--- config.mk ---
export PLATFORM = sky130hd
export DESIGN_NAME = ila_readout_ctrl
export DESIGN_NICKNAME = d
export VERILOG_FILES = /design/src/rtl/ila_readout_pkg.sv /design/src/rtl/ila_readout_addr_gen.sv /design/src/rtl/ila_readout_ctrl.sv
export SDC_FILE = /design/constraint.sdc
export NUM_CORES = 1
export LEC_CHECK = 0
export ABC_AREA = 1
export BUFFER_PORTS_ARGS = -buffer_cell sky130_fd_sc_hd__buf_2
export CORE_AREA = 2 2 72 74
export DETAILED_ROUTE_END_ITERATION = 12
export DIE_AREA = 0 0 74 76
export GPL_ROUTABILITY_DRIVEN = 0
export GPL_TIMING_DRIVEN = 0
export PLACE_DENSITY_LB_ADDON = 0.15
export SLEW_MARGIN = 25
export SYNTH_ARGS = -nofsm -noshare
export SYNTH_HDL_FRONTEND = slang
export SYNTH_SLANG_ARGS = --single-unit
export TNS_END_PERCENT = 10
--- constraint.sdc ---
create_clock -name clk -period 4.7 [get_ports clk]
set_input_delay 0.47 -clock clk [delete_from_list [all_inputs] [get_ports clk]]
set_output_delay 0.47 -clock clk [all_outputs]
set_load 0.005 [all_outputs]
--- src/rtl/ila_readout_pkg.sv ---
// ============================================================================
// Module      : ila_readout_pkg
// Description : Shared types and helpers for the ILA readout sequencer.
// Revision    : 1.0 - initial release
// ============================================================================
`default_nettype none

package ila_readout_pkg;

    typedef enum logic [1:0] {
        ILA_RD_IDLE  = 2'd0,
        ILA_RD_FETCH = 2'd1,
        ILA_RD_SEND  = 2'd2,
        ILA_RD_FIN   = 2'd3
    } ila_rd_state_t;

    localparam int c_ila_data_w_dflt   = 32;
    localparam int c_ila_buffer_w_dflt = 10;
    localparam int c_ila_parts_dflt    = 2;

    // A slice select always needs at least one bit, even for single-slice samples.
    function automatic int ila_sel_w(input int parts);
        return (parts > 1) ? $clog2(parts) : 1;
    endfunction

endpackage

`default_nettype wire

--- src/rtl/ila_readout_addr_gen.sv ---
// ============================================================================
// Module      : ila_readout_addr_gen
// Description : Nested slice/sample counter walking the ILA buffer read port.
// Revision    : 1.0 - initial release
// ============================================================================
`default_nettype none

module ila_readout_addr_gen #(
    parameter int BUFFER_W = 10,
    parameter int PARTS    = 2,
    parameter int SEL_W    = 1
) (
    input  logic                clk,
    input  logic                rst,
    input  logic                clr,
    input  logic                adv,
    input  logic [BUFFER_W-1:0] n,
    output logic [BUFFER_W-1:0] index,
    output logic [SEL_W-1:0]    sel,
    output logic                last
);

    logic [BUFFER_W-1:0] r_index;
    logic [SEL_W-1:0]    w_sel;
    logic                w_sel_last;
    logic                w_index_last;

    // n >= 1 whenever this flag is consumed, so n-1 never wraps.
    assign w_index_last = (r_index == (n - BUFFER_W'(1)));

    generate
        if (PARTS > 1) begin : g_multi_part
            localparam logic [SEL_W-1:0] c_sel_max = SEL_W'(PARTS - 1);
            logic [SEL_W-1:0] r_sel;

            always_ff @(posedge clk or posedge rst) begin
                if (rst) begin
                    r_sel <= '0;
                end else if (clr) begin
                    r_sel <= '0;
                end else if (adv) begin
                    r_sel <= w_sel_last ? '0 : r_sel + SEL_W'(1);
                end
            end

            assign w_sel      = r_sel;
            assign w_sel_last = (r_sel == c_sel_max);
        end else begin : g_single_part
            assign w_sel      = '0;
            assign w_sel_last = 1'b1;
        end
    endgenerate

    always_ff @(posedge clk or posedge rst) begin
        if (rst) begin
            r_index <= '0;
        end else if (clr) begin
            r_index <= '0;
        end else if (adv && w_sel_last) begin
            r_index <= r_index + BUFFER_W'(1);
        end
    end

    assign index = r_index;
    assign sel   = w_sel;
    assign last  = w_index_last && w_sel_last;

endmodule

`default_nettype wire

--- src/rtl/ila_readout_ctrl.sv ---
// ============================================================================
// Module      : ila_readout_ctrl
// Description : Streams the ILA capture buffer out over valid/ready, one
//               DATA_W slice per word. Optional macro ILA_READOUT_AUTOCLR_EN
//               pulses rst_soft on normal completion to re-arm capture.
// Revision    : 1.0 - initial release
// ============================================================================
`default_nettype none

module ila_readout_ctrl
    import ila_readout_pkg::*;
#(
    parameter int DATA_W   = c_ila_data_w_dflt,
    parameter int BUFFER_W = c_ila_buffer_w_dflt,
    parameter int PARTS    = c_ila_parts_dflt,
    parameter int SEL_W    = ila_sel_w(PARTS)
) (
    input  logic                clk,
    input  logic                rst,
    input  logic                start,
    input  logic                abort,
    output logic                busy,
    output logic                done,
    input  logic [BUFFER_W-1:0] samples,
    output logic [BUFFER_W-1:0] index,
    output logic [SEL_W-1:0]    value_select,
    input  logic [DATA_W-1:0]   value,
    output logic                m_valid,
    input  logic                m_ready,
    output logic [DATA_W-1:0]   m_data,
    output logic                m_last,
    output logic                rst_soft
);

    ila_rd_state_t       r_state;
    logic [BUFFER_W-1:0] r_n;
    logic                r_busy;
    logic                r_done;
    logic                r_valid;
    logic                r_last;

    logic                w_start_ok;
    logic                w_abort_run;
    logic                w_clr;
    logic                w_adv;
    logic                w_last;

    assign w_start_ok  = (r_state == ILA_RD_IDLE) && start && !abort;
    assign w_abort_run = abort && (r_state != ILA_RD_IDLE);
    assign w_clr       = w_start_ok || w_abort_run;
    assign w_adv       = (r_state == ILA_RD_SEND) && m_ready && !w_last;

    ila_readout_addr_gen #(
        .BUFFER_W (BUFFER_W),
        .PARTS    (PARTS),
        .SEL_W    (SEL_W)
    ) u_addr_gen (
        .clk   (clk),
        .rst   (rst),
        .clr   (w_clr),
        .adv   (w_adv),
        .n     (r_n),
        .index (index),
        .sel   (value_select),
        .last  (w_last)
    );

    always_ff @(posedge clk or posedge rst) begin
        if (rst) begin
            r_state <= ILA_RD_IDLE;
            r_n     <= '0;
            r_busy  <= 1'b0;
            r_done  <= 1'b0;
            r_valid <= 1'b0;
            r_last  <= 1'b0;
        end else begin
            r_done <= 1'b0;
            if (w_abort_run) begin
                r_state <= ILA_RD_IDLE;
                r_busy  <= 1'b0;
                r_valid <= 1'b0;
                r_last  <= 1'b0;
            end else begin
                case (r_state)
                    ILA_RD_IDLE: begin
                        if (w_start_ok) begin
                            r_busy <= 1'b1;
                            if (samples == '0) begin
                                r_state <= ILA_RD_FIN;
                                r_done  <= 1'b1;
                            end else begin
                                r_n     <= samples;
                                r_state <= ILA_RD_FETCH;
                            end
                        end
                    end
                    // The core's read register catches up with index/sel here.
                    ILA_RD_FETCH: begin
                        r_state <= ILA_RD_SEND;
                        r_valid <= 1'b1;
                        r_last  <= w_last;
                    end
                    ILA_RD_SEND: begin
                        if (m_ready) begin
                            r_valid <= 1'b0;
                            r_last  <= 1'b0;
                            if (w_last) begin
                                r_state <= ILA_RD_FIN;
                                r_done  <= 1'b1;
                            end else begin
                                r_state <= ILA_RD_FETCH;
                            end
                        end
                    end
                    ILA_RD_FIN: begin
                        r_state <= ILA_RD_IDLE;
                        r_busy  <= 1'b0;
                    end
                    default: begin
                        r_state <= ILA_RD_IDLE;
                        r_busy  <= 1'b0;
                        r_valid <= 1'b0;
                        r_last  <= 1'b0;
                    end
                endcase
            end
        end
    end

`ifdef ILA_READOUT_AUTOCLR_EN
    logic r_rst_soft;

    // Only a completed readout re-arms the core; the empty path never sets it.
    always_ff @(posedge clk or posedge rst) begin
        if (rst) begin
            r_rst_soft <= 1'b0;
        end else begin
            r_rst_soft <= (r_state == ILA_RD_SEND) && m_ready && w_last && !abort;
        end
    end

    assign rst_soft = r_rst_soft;
`else
    assign rst_soft = 1'b0;
`endif

    assign busy    = r_busy;
    assign done    = r_done;
    assign m_valid = r_valid;
    assign m_last  = r_last;
    assign m_data  = r_valid ? value : '0;

endmodule

`default_nettype wire

Word-level counts from Yosys, hierarchy flattened
Index checks and enable logic that the tools add are counted.
Storage, ports and cells
  input port bits: 47
  RAM bits: 0
  memory bits (read-only): 0
  latch bits: 0
  register bits after elaboration: 27
  word-level logic and storage cells: 66
  memories kept: 0
Cells by class
  add/subtract/negate cells: 3
  bitwise operators: 2
  multiply operators: 0
  reduce and logical (&&, ||, !) cells: 21
  eq/ne operators: 6
  shift-type cells: 0
  $lt $le $gt $ge: 0
  muxes and demuxes: 26
  div/mod/pow operators: 0
Operators by type and width (number)
  $mux W32: 1
  $mux W10: 2
  $mux W1: 13
  $add A10 B1 Y10 const B: 1
  $eq A10 B10 Y1: 1
  $logic_not A10 Y1: 1
  $mux W2: 5
  $sub A10 B1 Y10 const B: 1
  $pmux W1 S2: 4
  $pmux W2 S4: 1
  $logic_and A1 B1 Y1: 7
  $ne A3 B3 Y1 const B: 2
  $reduce_and A2 Y1: 3
  $reduce_bool A2 Y1: 3
  $reduce_bool A3 Y1: 2
  $eq A2 B2 Y1 const B: 2
  $reduce_and A4 Y1: 1
  $eq A2 B1 Y1 const B: 1
  $logic_not A1 Y1: 2
  $logic_not A2 Y1: 1
  $not A1 Y1: 2
  $add A1 B1 Y1 const B: 1
  $logic_or A1 B1 Y1: 1

Logic depth before layout (Yosys ltp)
Gate-level depths: netlist of run 1.
  depth in word-level cells: 8
  depth in mapped cells: 15
  mapped depth without buffers: 13

Modules after synthesis
Synthesis of run 1 repeated with hierarchy kept, for this count alone.
Unflattened totals
  cell total of the unflattened synthesis: 324
  area total of the unflattened synthesis: 2119.5 um^2
By module, submodules not included
  ila_readout_ctrl: times used 1, cells each 167, area each 1128.6 um^2
  ila_readout_addr_gen: times used 1, cells each 157, area each 991.0 um^2

Worst setup path after synthesis of run 1
No wires, ideal clock.
  kind: register to register
  from: register r_n[0]
  to: register u_addr_gen.r_index[5] (netlist: u_addr_gen.index[5])
  cell stages (with the launch flop): 15
  slack: 3.003 ns
  path buffers: 1
  setup time: 0.117 ns
  data required time: 4.583 ns
  arrival: 1.580 ns
  cell sequence: dfrtp_1 > inv_1 > ha_1 > nand2_1 > nor2_1 > nand3_1 > nand2_1 > nand3_1 > nor2_1 > nand3_1 > nand3_2 > nand2_2 > buf_6 > nand2_2 > nand2_1
Between the ends
  cells in the longest elaborated chain, start to end: 7
Ends and longest elaborated chain
  start: declaration: RTL line ila_readout_ctrl.sv:36  | logic [BUFFER_W-1:0] r_n;
  start signal: assignment: RTL line ila_readout_ctrl.sv:92  | r_n <= samples;
  $sub A10 B1 Y10: RTL line ila_readout_addr_gen.sv:29  | assign w_index_last = (r_index == (n - BUFFER_W'(1)));
  $eq A10 B10 Y1: RTL line ila_readout_addr_gen.sv:29
  $logic_and A1 B1 Y1: RTL line ila_readout_addr_gen.sv:66  | assign last = w_index_last && w_sel_last;
  $logic_not A1 Y1: RTL line ila_readout_ctrl.sv:51  | assign w_adv = (r_state == ILA_RD_SEND) && m_ready && !w_last;
  $logic_and A1 B1 Y1: RTL line ila_readout_ctrl.sv:51
  $logic_and A1 B1 Y1: RTL line ila_readout_addr_gen.sv:59  | end else if (adv && w_sel_last) begin
  $reduce_bool A2 Y1 (no line)
  end signal: assignment: RTL line ila_readout_addr_gen.sv:60  | r_index <= r_index + BUFFER_W'(1);
  end: declaration: RTL line ila_readout_addr_gen.sv:23  | logic [BUFFER_W-1:0] r_index;
No other way between the ends.
A chain may end at the register's enable or synchronous reset.

Worst setup path after layout of run 1
Same ends and word-level chain as after synthesis.

==> results.json, run 1 <==
{
  "drive_gt1_share_pct": 30.7,
  "synth-compound-area-share_pct": 4.21,
  "die_h_um": 76,
  "ant_nets": 0,
  "io_pins": 95,
  "fin_crit_ps": 1930,
  "syn_area_per_cell_um2": 6.31,
  "io_buffers": 93,
  "tightestPinTransition_ps": 588,
  "dr.pass1.iters": 4,
  "synthAdderAreaFrac_pct": 1.17,
  "rr_endpoint": "u_addr_gen.index[5]",
  "rsz0062_at_grt": "no",
  "cap_violations": 0,
  "drv_slew": 0,
  "drtIter0Drc": 74,
  "via_per_inst": 4.44,
  "critical_path_arrival_ps": 2090,
  "synth_xor_area_share_pct": 6.14,
  "fin_cells": 506,
  "cts_hold_buf": 0,
  "hold_viol": 0,
  "path_clk_slew_ps": 90,
  "clock-skew-final_ps": 3.44,
  "tns_ps": 0,
  "grt_pass1_wl_mm": 9.05,
  "max_freq_mhz": 518,
  "start_util_pct": 43.6,
  "vias": 2245,
  "cts_tree": "built",
  "core_um2": 4910,
  "muxShareOfSynthArea_pct": 1.05,
  "num_rows": 26,
  "synth_top_family_by_area": "simple AND/OR/NAND/NOR gates",
  "cts_resized": 0,
  "hp-class": "input pin to async pin",
  "status": "finished clean",
  "ys_ff_latch": 27,
  "routed_wl_mm": 5.35,
  "syn_to_final_growth_pct": 28.0,
  "fin_nets": 486,
  "diodes": 0,
  "grt_start_max_net_pins": 28,
  "finalCritPeriodShare_pct": 41.0,
  "regToRegStartpoint": "r_n[0]",
  "cts_sinks": 27,
  "final_cell_mix": "99 x nand2_1, 96 x buf_2, 66 x inv_1, 35 x nor2_1, 27 x dfrtp_1",
  "yosys_warnings": 0,
  "ys_types": 30,
  "ys_seq_area_share_pct": 31.6,
  "h-tree-depth": 1,
  "relSlewSlack_pct": 60.7,
  "criticalPathCategory": "flip-flop to flip-flop",
  "rrSetupSlack_ps": 2770,
  "grt_pass1_vias": 2083,
  "wl_per_cell_um": 10.6,
  "drc": 0,
  "cts.path.max_buffers": 2,
  "setup.worst_path.end_class": "flip-flop",
  "root_buffer": "clkbuf_8",
  "insertion_delay_ps": 270,
  "synth_area_um2": 2140,
  "antenna_found_initial": 0,
  "dpl.hpwl_mm": 4.26,
  "power.leakage_nw": 1.79,
  "post-cts-setup-buffer-count": 0,
  "die_w_um": 74,
  "syn_inst": 339,
  "dieArea_um2": 5620,
  "grtUsageTotal_pct": 19.7,
  "syn_nets": 388,
  "yosys.area_share.simple_pct": 39.5,
  "irDropWorstVdd_mv": 0.333,
  "dp.cells": 502,
  "startpoint_type": "flip-flop",
  "setup_viol": 0,
  "worst-path-max-fanout": 10,
  "reg2reg_depth": 14,
  "final_common_cell": "nand2_1",
  "power_density_nw_per_um2": 540,
  "required_ps": 4870,
  "overflow": 0,
  "cts_inserted_buffers": 3
}
[final cells by class]
class                           count  area [µm²]
Multi-Input combinational cell    229        1120
Buffer                             13        83.8
Sequential cell                    27         676
Clock buffer                        4        45.0
Fill cell                         480        2170
Inverter                           70         263
Timing Repair Buffer               93         465
Tap cell                           70        87.6
[through the flow]
stage	area (µm²)	hold WS [ps]	utilization, %	power, mW	setup slack (ps)
final	2740	255	55.7	1.48	2770
after global routing	2740	286	55.7	1.65	2530
after CTS	2740	271	55.7	1.49	2760
after detailed placement	2690	475	54.8	1.35	2790
after global placement	2690	464	54.8	1.33	2800
after floorplan	2140	476	-	1.08	3000
[worst max-delay path by stage]
stage                     startpoint                  end  slack, ps  depth (start not counted)
final                         r_n[0]  u_addr_gen.index[5]       2770                         14
after global routing          r_n[0]  u_addr_gen.index[8]       2530                         14
after CTS                    m_valid           m_data[28]       2760                          5
after detailed placement      r_n[0]  u_addr_gen.index[6]       2790                         14
after global placement        r_n[0]  u_addr_gen.index[3]       2800                         14
after floorplan               r_n[0]  u_addr_gen.index[5]       3000                         14
[state kept, by name, indices dropped and copies added, names as in the netlist]
name and count:
r_state 2, r_n 10, done 1, busy 1
u_addr_gen.sel 1, m_last 1, u_addr_gen.index 10, m_valid 1
[Yosys cell counts]
| library cell | n | area share [%] |
|---|---|---|
| inv_2 | 2 | 0.35 |
| o21ai_1 | 1 | 0.23 |
| o21ai_0 | 7 | 1.6 |
| buf_2 | 3 | 0.70 |
| o211ai_1 | 1 | 0.35 |
| nor2_1 | 35 | 6.1 |
| a211oi_1 | 1 | 0.35 |
| nor3_1 | 5 | 1.2 |
| a31oi_1 | 1 | 0.29 |
| nand4_1 | 6 | 1.8 |
| nand2_1 | 99 | 17 |
| xor2_1 | 9 | 3.7 |
| clkbuf_1 | 5 | 0.88 |
| nand2_2 | 13 | 3.8 |
| dfrtp_1 | 27 | 32 |
| buf_4 | 2 | 0.70 |
| mux2_2 | 2 | 1.1 |
| conb_1 | 1 | 0.18 |
| dlymetal6s2s_1 | 1 | 0.58 |
| or2_2 | 4 | 1.2 |
| nand3_1 | 23 | 5.4 |
| a21oi_1 | 4 | 0.94 |
| clkinv_1 | 1 | 0.18 |
| ha_1 | 2 | 1.2 |
| inv_1 | 67 | 12 |
| nor2_2 | 6 | 1.8 |
| xnor2_1 | 6 | 2.5 |
| nand3_2 | 2 | 0.94 |
| buf_6 | 2 | 1.1 |
| o21ai_2 | 1 | 0.41 |
[report_power, final]
group	total (mW)	switching [mW]	internal, mW
Clock	0.132	0.0710	0.0606
Combinational	0.894	0.523	0.370
Sequential	0.452	0.124	0.329
[routing by layer]
| metal | wire, µm | track usage (%) |
|---|---|---|
| met1 | 2370 | 25.4 |
| met2 | 2600 | 34.7 |
| met3 | 311 | 2.12 |
| met4 | 64 | 4.73 |
| met5 | 0 | 0 |
[cells by family after synthesis]
family                     Yosys count
and+or+nand+nor                    193
buffers and inverters               83
DFF                                 27
AOI/OAI and AO/OA                   16
xor gates and xnor gates            15
adders and majority gates            2
muxes                                2
other                                1
[critical path, stage by stage, from the launching register on]
cell and delay (ps):
dfrtp_1 420, inv_1 120, ha_1 240, nand2_1 90
nor2_1 140, nand3_1 90, nand2_1 90, nand3_1 70
nor2_1 80, nand3_1 90, nand3_2 90, nand2_2 60
buf_6 150, nand2_2 50, nand2_1 40
Note: power is estimated with default switching activity, not from simulation.
==> run 2, diff against run 1 <==
- CORE_AREA: 2 2 72 74 -> 2 2 74 76
- DIE_AREA: 0 0 74 76 -> 0 0 76 78
- clock period: 4.7 -> 1.65 ns (I/O delays scaled with it)
==> results.json, run 2 (synthesis gave the netlist of run 1 again) <==
{
  "status": "complete, but fails checks",
  "violations": "setup timing",
  "final_cell_mix": "98 x buf_2, 92 x nand2_1, 63 x inv_1, 32 x nor2_1, 27 x dfrtp_1",
  "io_pins": 95,
  "finalCritPeriodShare_pct": 110,
  "num_rows": 26,
  "h-tree-depth": 1,
  "drive_gt1_share_pct": 37.1,
  "relSlewSlack_pct": 61.9,
  "setup.worst_path.end_class": "flip-flop",
  "routed_wl_mm": 5.70,
  "core_um2": 5040,
  "criticalPathCategory": "flip-flop to flip-flop",
  "power_density_nw_per_um2": 1610,
  "syn_to_final_growth_pct": 36.2,
  "overflow": 0,
  "grt_pass1_vias": 2267,
  "via_per_inst": 4.60,
  "grt_start_max_net_pins": 28,
  "drc": 0,
  "die_h_um": 78,
  "cts_inserted_buffers": 3,
  "crit_top_cell": "nand3_2",
  "whs_ps": 111,
  "critical_path_arrival_ps": 1990,
  "drv_slew": 0,
  "irDropWorstVdd_mv": 0.775,
  "cts.path.max_buffers": 2,
  "die_w_um": 76,
  "cap_violations": 0,
  "path_clk_slew_ps": 90,
  "crit_path_cell_trace": "inv_2 -> ha_4 -> nand2_4 -> nor2_4 -> nand3_2 -> nand2_2 -> nand3_2 -> nor2_1 -> nand3_1 -> nand3_2 -> nand2_4 -> clkbuf_16 -> nand2_2 -> nand2_1",
  "required_ps": 1820,
  "setup_ws_ps": -167,
  "root_buffer": "clkbuf_8",
  "diodes": 0,
  "antenna_found_initial": 0,
  "startpoint_type": "flip-flop",
  "clock-skew-final_ps": 7.29,
  "final_common_cell": "buf_2",
  "cts_sinks": 27,
  "grt_pass1_wl_mm": 9.68,
  "dp.cells": 502,
  "fin_nets": 492,
  "dr.pass1.iters": 4,
  "vias": 2357,
  "drtIter0Drc": 120,
  "fin_cells": 512,
  "setup_viol": 12,
  "wl_per_cell_um": 11.1,
  "start_util_pct": 42.4,
  "max_freq_mhz": 550,
  "hold_viol": 0,
  "fin_crit_ps": 1820,
  "tightestPinTransition_ps": 571,
  "cts_tree": "built",
  "rrSetupSlack_ps": -170,
  "dieArea_um2": 5930,
  "worst-path-max-fanout": 5,
  "power.leakage_nw": 1.86,
  "slowest_stage": "dfrtp_1",
  "grtUsageTotal_pct": 19.5,
  "rsz0062_at_grt": "yes",
  "hp-class": "input pin to flip-flop",
  "slowest_delay_ps": 410,
  "tns_ps": -1570,
  "io_buffers": 93,
  "ant_nets": 0,
  "critPathBufInv": 2,
  "critical_path.top_delay_family": "simple AND/OR/NAND/NOR gates",
  "insertion_delay_ps": 280,
  "dpl.hpwl_mm": 4.48
}
run 2: layer usage:
layer	part of all wire (%)	vias up	GRT usage, %
met3	6.3	8	3.95
li1	-	1207	-
met2	51	65	36.7
met1	41	1077	22.1
met5	0	-	0
met4	1.8	0	6.18
run 2: path summary, 6_finish.rpt:
path,from,end,depth (start not counted)
setup / recovery,r_n[1],u_addr_gen.index[6],14
hold / removal,samples[8],r_n[8],3
setup reg to reg,r_n[1],u_addr_gen.index[6],14
min in group asynchronous,rst,u_addr_gen.index[3],3
max in group asynchronous,rst,r_n[4],3
hold reg to reg,m_last,m_last,2
run 2: final cells by class:
type,instances,area (µm²)
fill,489,2130
inverter,70,263
clock buffer,3,41.3
buffer,13,96.3
clock inverter,1,5.00
timing repair buffer,99,531
multi-input combinational,229,1210
tap,70,87.6
sequential,27,676
run 2: power by group:
part | switching (mW) | internal, mW | leakage (nW) | total (mW)
clock | 0.216 | 0.170 | 0.0255 | 0.385
sequential | 0.364 | 0.936 | 0.345 | 1.30
combinational | 1.70 | 1.30 | 1.48 | 2.99
total | 2.28 | 2.40 | 1.86 | 4.68
run 2: timing repair:
action | CTS | global route
hold buffers | 1 | 0
pin swaps | 1 | 13
buffers inserted | 3 | 1
setup endpoints to repair | 34 | 29
resized for setup | 13 | 19
gates cloned | 0 | 1
endpoints found under the hold margin | 27 | 0
run 2: per-stage QoR:
stage          utilization [%]  instance area [µm²]  worst slack, ps  total power [mW]
4_1_cts                   55.8                 2820             -150              4.42
3_5_place_dp              53.7                 2710             -241              3.91
3_3_place_gp              53.7                 2710             -217              3.85
6_report                  57.8                 2910             -167              4.68
2_1_floorplan                -                 2160             21.3              3.12
5_1_grt                   57.8                 2910             -278              5.17
run 2: worst reg2reg max path, cell delays in order (launching register included):
cell and delay, ps:
dfrtp_1 410, inv_2 80, ha_4 170, nand2_4 70
nor2_4 120, nand3_2 70, nand2_2 90, nand3_2 50
nor2_1 110, nand3_1 100, nand3_2 110, nand2_4 80
clkbuf_16 160, nand2_2 50, nand2_1 40
==> run 3, diff against run 2 <==
- ABC_AREA: 1 -> 0
- CORE_AREA: 2 2 74 76 -> 2 2 72 74
- DIE_AREA: 0 0 76 78 -> 0 0 74 76
==> results.json, run 3 <==
{
  "yosys_warnings": 0,
  "insertion_delay_ps": 280,
  "grtUsageTotal_pct": 19.6,
  "max_freq_mhz": 418,
  "syn_area_per_cell_um2": 8.82,
  "final_common_cell": "buf_2",
  "yosys.cell_count.top_type": "and2_1",
  "worst-path-max-fanout": 10,
  "antenna_found_initial": 0,
  "required_ps": 1850,
  "grt_pass1_wl_mm": 8.87,
  "finalCritPeriodShare_pct": 145,
  "final_cell_mix": "93 x buf_2, 34 x and2_1, 22 x dfrtp_1, 18 x nand2_1, 11 x a21oi_1",
  "nFillCells": 476,
  "use_met3_pct": 2.78,
  "dr.pass1.iters": 4,
  "die_h_um": 76,
  "cts_inserted_buffers": 3,
  "die_w_um": 74,
  "status": "complete, but fails checks",
  "drtIter0Drc": 66,
  "synth-async-reset-ratio_pct": 100,
  "tightestPinTransition_ps": 583,
  "start_util_pct": 39.7,
  "global_route.usage.met2_pct": 32.9,
  "path_clk_slew_ps": 100,
  "irDropWorstVdd_mv": 0.396,
  "ys_types": 52,
  "power.internal_mw": 1.37,
  "synth_area_um2": 1950,
  "clockPowerShare_pct": 18.5,
  "violations": "setup timing",
  "setup.worst_path.end_class": "flip-flop",
  "grt_start_max_net_pins": 28,
  "syn_to_final_growth_pct": 38.2,
  "ys.flop_type": "dfrtp_1",
  "wl_per_cell_um": 13.5,
  "ys_seq_area_share_pct": 34.7,
  "worstSetupStartpoint": "r_n[2]",
  "fin_nets": 373,
  "power_density_nw_per_um2": 791,
  "ys_ff_latch": 27,
  "syn_inst": 221,
  "ant_nets": 0,
  "io_pins": 95,
  "slowest_delay_ps": 520,
  "core_um2": 4910,
  "dieArea_um2": 5620,
  "critPathBufInv": 2,
  "drc": 0,
  "yosys.area.top_type": "dfrtp_1",
  "crit_path_cell_trace": "or4_4 -> or3_4 -> a2bb2oi_2 -> o2111a_1 -> buf_6 -> buf_8 -> a32oi_2 -> a211oi_2",
  "drv_slew": 0,
  "grtUsageMet1_pct": 26.0,
  "cts.path.max_buffers": 2,
  "synth.area.top_cells": "dfrtp_1 35%, and2_1 11%, a21oi_1 3.9%",
  "diodes": 0,
  "routed_wl_mm": 5.30,
  "p_comb_share_pct": 41.1,
  "cts_tree": "built",
  "slowest_stage": "or4_4",
  "cap_violations": 0,
  "critical_path_arrival_ps": 2590,
  "syn_nets": 270,
  "relSlewSlack_pct": 61.1,
  "criticalPathCategory": "flip-flop to flip-flop",
  "clock-skew-final_ps": 4.89,
  "place_ws_ps": -761,
  "power.total_mw": 2.13,
  "switching_share_pct": 35.6,
  "synth_top_area_share_pct": 34.7,
  "worstHoldStart": "samples[0]",
  "root_buffer": "clkbuf_8",
  "overflow": 0,
  "rsz0062_at_grt": "yes",
  "setup_ws_ps": -740,
  "synth_edf_count": 0,
  "drive_gt1_share_pct": 42.7,
  "dpl.hpwl_mm": 4.02,
  "grt-busiest-layer": "met2",
  "power.leakage_nw": 1.30,
  "fin_crit_ps": 2390,
  "hp-class": "input pin to flip-flop",
  "tns_ps": -13020,
  "cts_sinks": 27,
  "hold_viol": 0,
  "p_switching_uw": 758,
  "grt_pass1_vias": 1907,
  "critical_path.top_delay_family": "simple AND/OR/NAND/NOR gates",
  "seqPwrFrac_pct": 40.4,
  "num_rows": 26,
  "startpoint_type": "flip-flop",
  "io_buffers": 93,
  "via_per_inst": 5.01,
  "whs_ps": 100,
  "ys_top_cells_by_count": "34 x and2_1, 27 x dfrtp_1, 18 x nand2_1, 15 x a21oi_1, 10 x clkbuf_1",
  "vias": 1967,
  "rrSetupSlack_ps": -740,
  "setup_viol": 24,
  "h-tree-depth": 1,
  "regToRegStartpoint": "r_n[2]"
}
==> run 3: per-layer routing <==
layer	vias to the layer above	wire length, µm	part of all wire [%]
li1	1003	-	-
met2	42	2720	51
met1	915	2340	44
met3	7	170	3.2
met5	-	0	0
met4	0	67	1.3
==> run 3: power groups by stage <==
stage / registers (mW) / logic (mW) / clock network, mW
finish: 0.860 / 0.876 / 0.394
global placement: 0.869 / 0.779 / 0
floorplan: 0.837 / 0.495 / 0
detailed placement: 0.869 / 0.788 / 0
CTS: 0.861 / 0.840 / 0.400
global route: 0.878 / 0.982 / 0.428
==> run 3: cell type report <==
cell class | instances | area, µm² | area share [%]
Buffer | 16 | 101 | 3.76
Clock buffer | 3 | 41.3 | 1.53
Clock inverter | 1 | 5.00 | 0.186
Inverter | 6 | 22.5 | 0.836
Multi-Input combinational cell | 172 | 1240 | 46.2
Sequential cell | 27 | 682 | 25.3
Tap cell | 70 | 87.6 | 3.25
Timing Repair Buffer | 98 | 509 | 18.9
==> run 3: stage by stage <==
step,instance area [µm²],instances,util (%)
final,2690,393,54.8
after global routing,2690,393,54.8
after CTS,2620,391,53.4
after detailed placement,2510,384,51.1
after global placement,2510,384,51.1
after floorplan,1960,221,-
==> run 3: worst register-to-register path: stages (launching register included) <==
cell and delay [ps]:
dfrtp_2 480, or4_4 530, or3_4 400, a2bb2oi_2 150
o2111a_1 210, buf_6 140, buf_8 140, a32oi_2 110
a211oi_2 150
==> run 3: final timing paths <==
kind,endpoint,cells past startpoint
max,done,8
min,r_n[0],3
max reg2reg,done,8
min reg2reg,r_n[9],1
max in group asynchronous,r_n[3],3
min in group asynchronous,r_n[6],3
==> run 3: cells by family (layout without fill, tap and decap cells) <==
logic type      Yosys count  in the layout  synth area share, %
compound gates           49             49                 17.7
xor+xnor                  9              9                 4.05
fa+ha+maj                 2              2                 1.28
buf+inv                  22            124                 5.52
flops                    27             27                 34.7
mux                       7              7                 3.98
other cells               1              1                0.192
simple gates            104            104                 32.6
==> run 3: timing repair <==
item / CTS / global route
hold buffers: 1 / 0
buffers inserted: 2 / 2
pin swaps: 3 / 13
endpoints found under the setup margin: 24 / 24
hold endpoints to repair: 27 / 0
resized for setup: 15 / 14
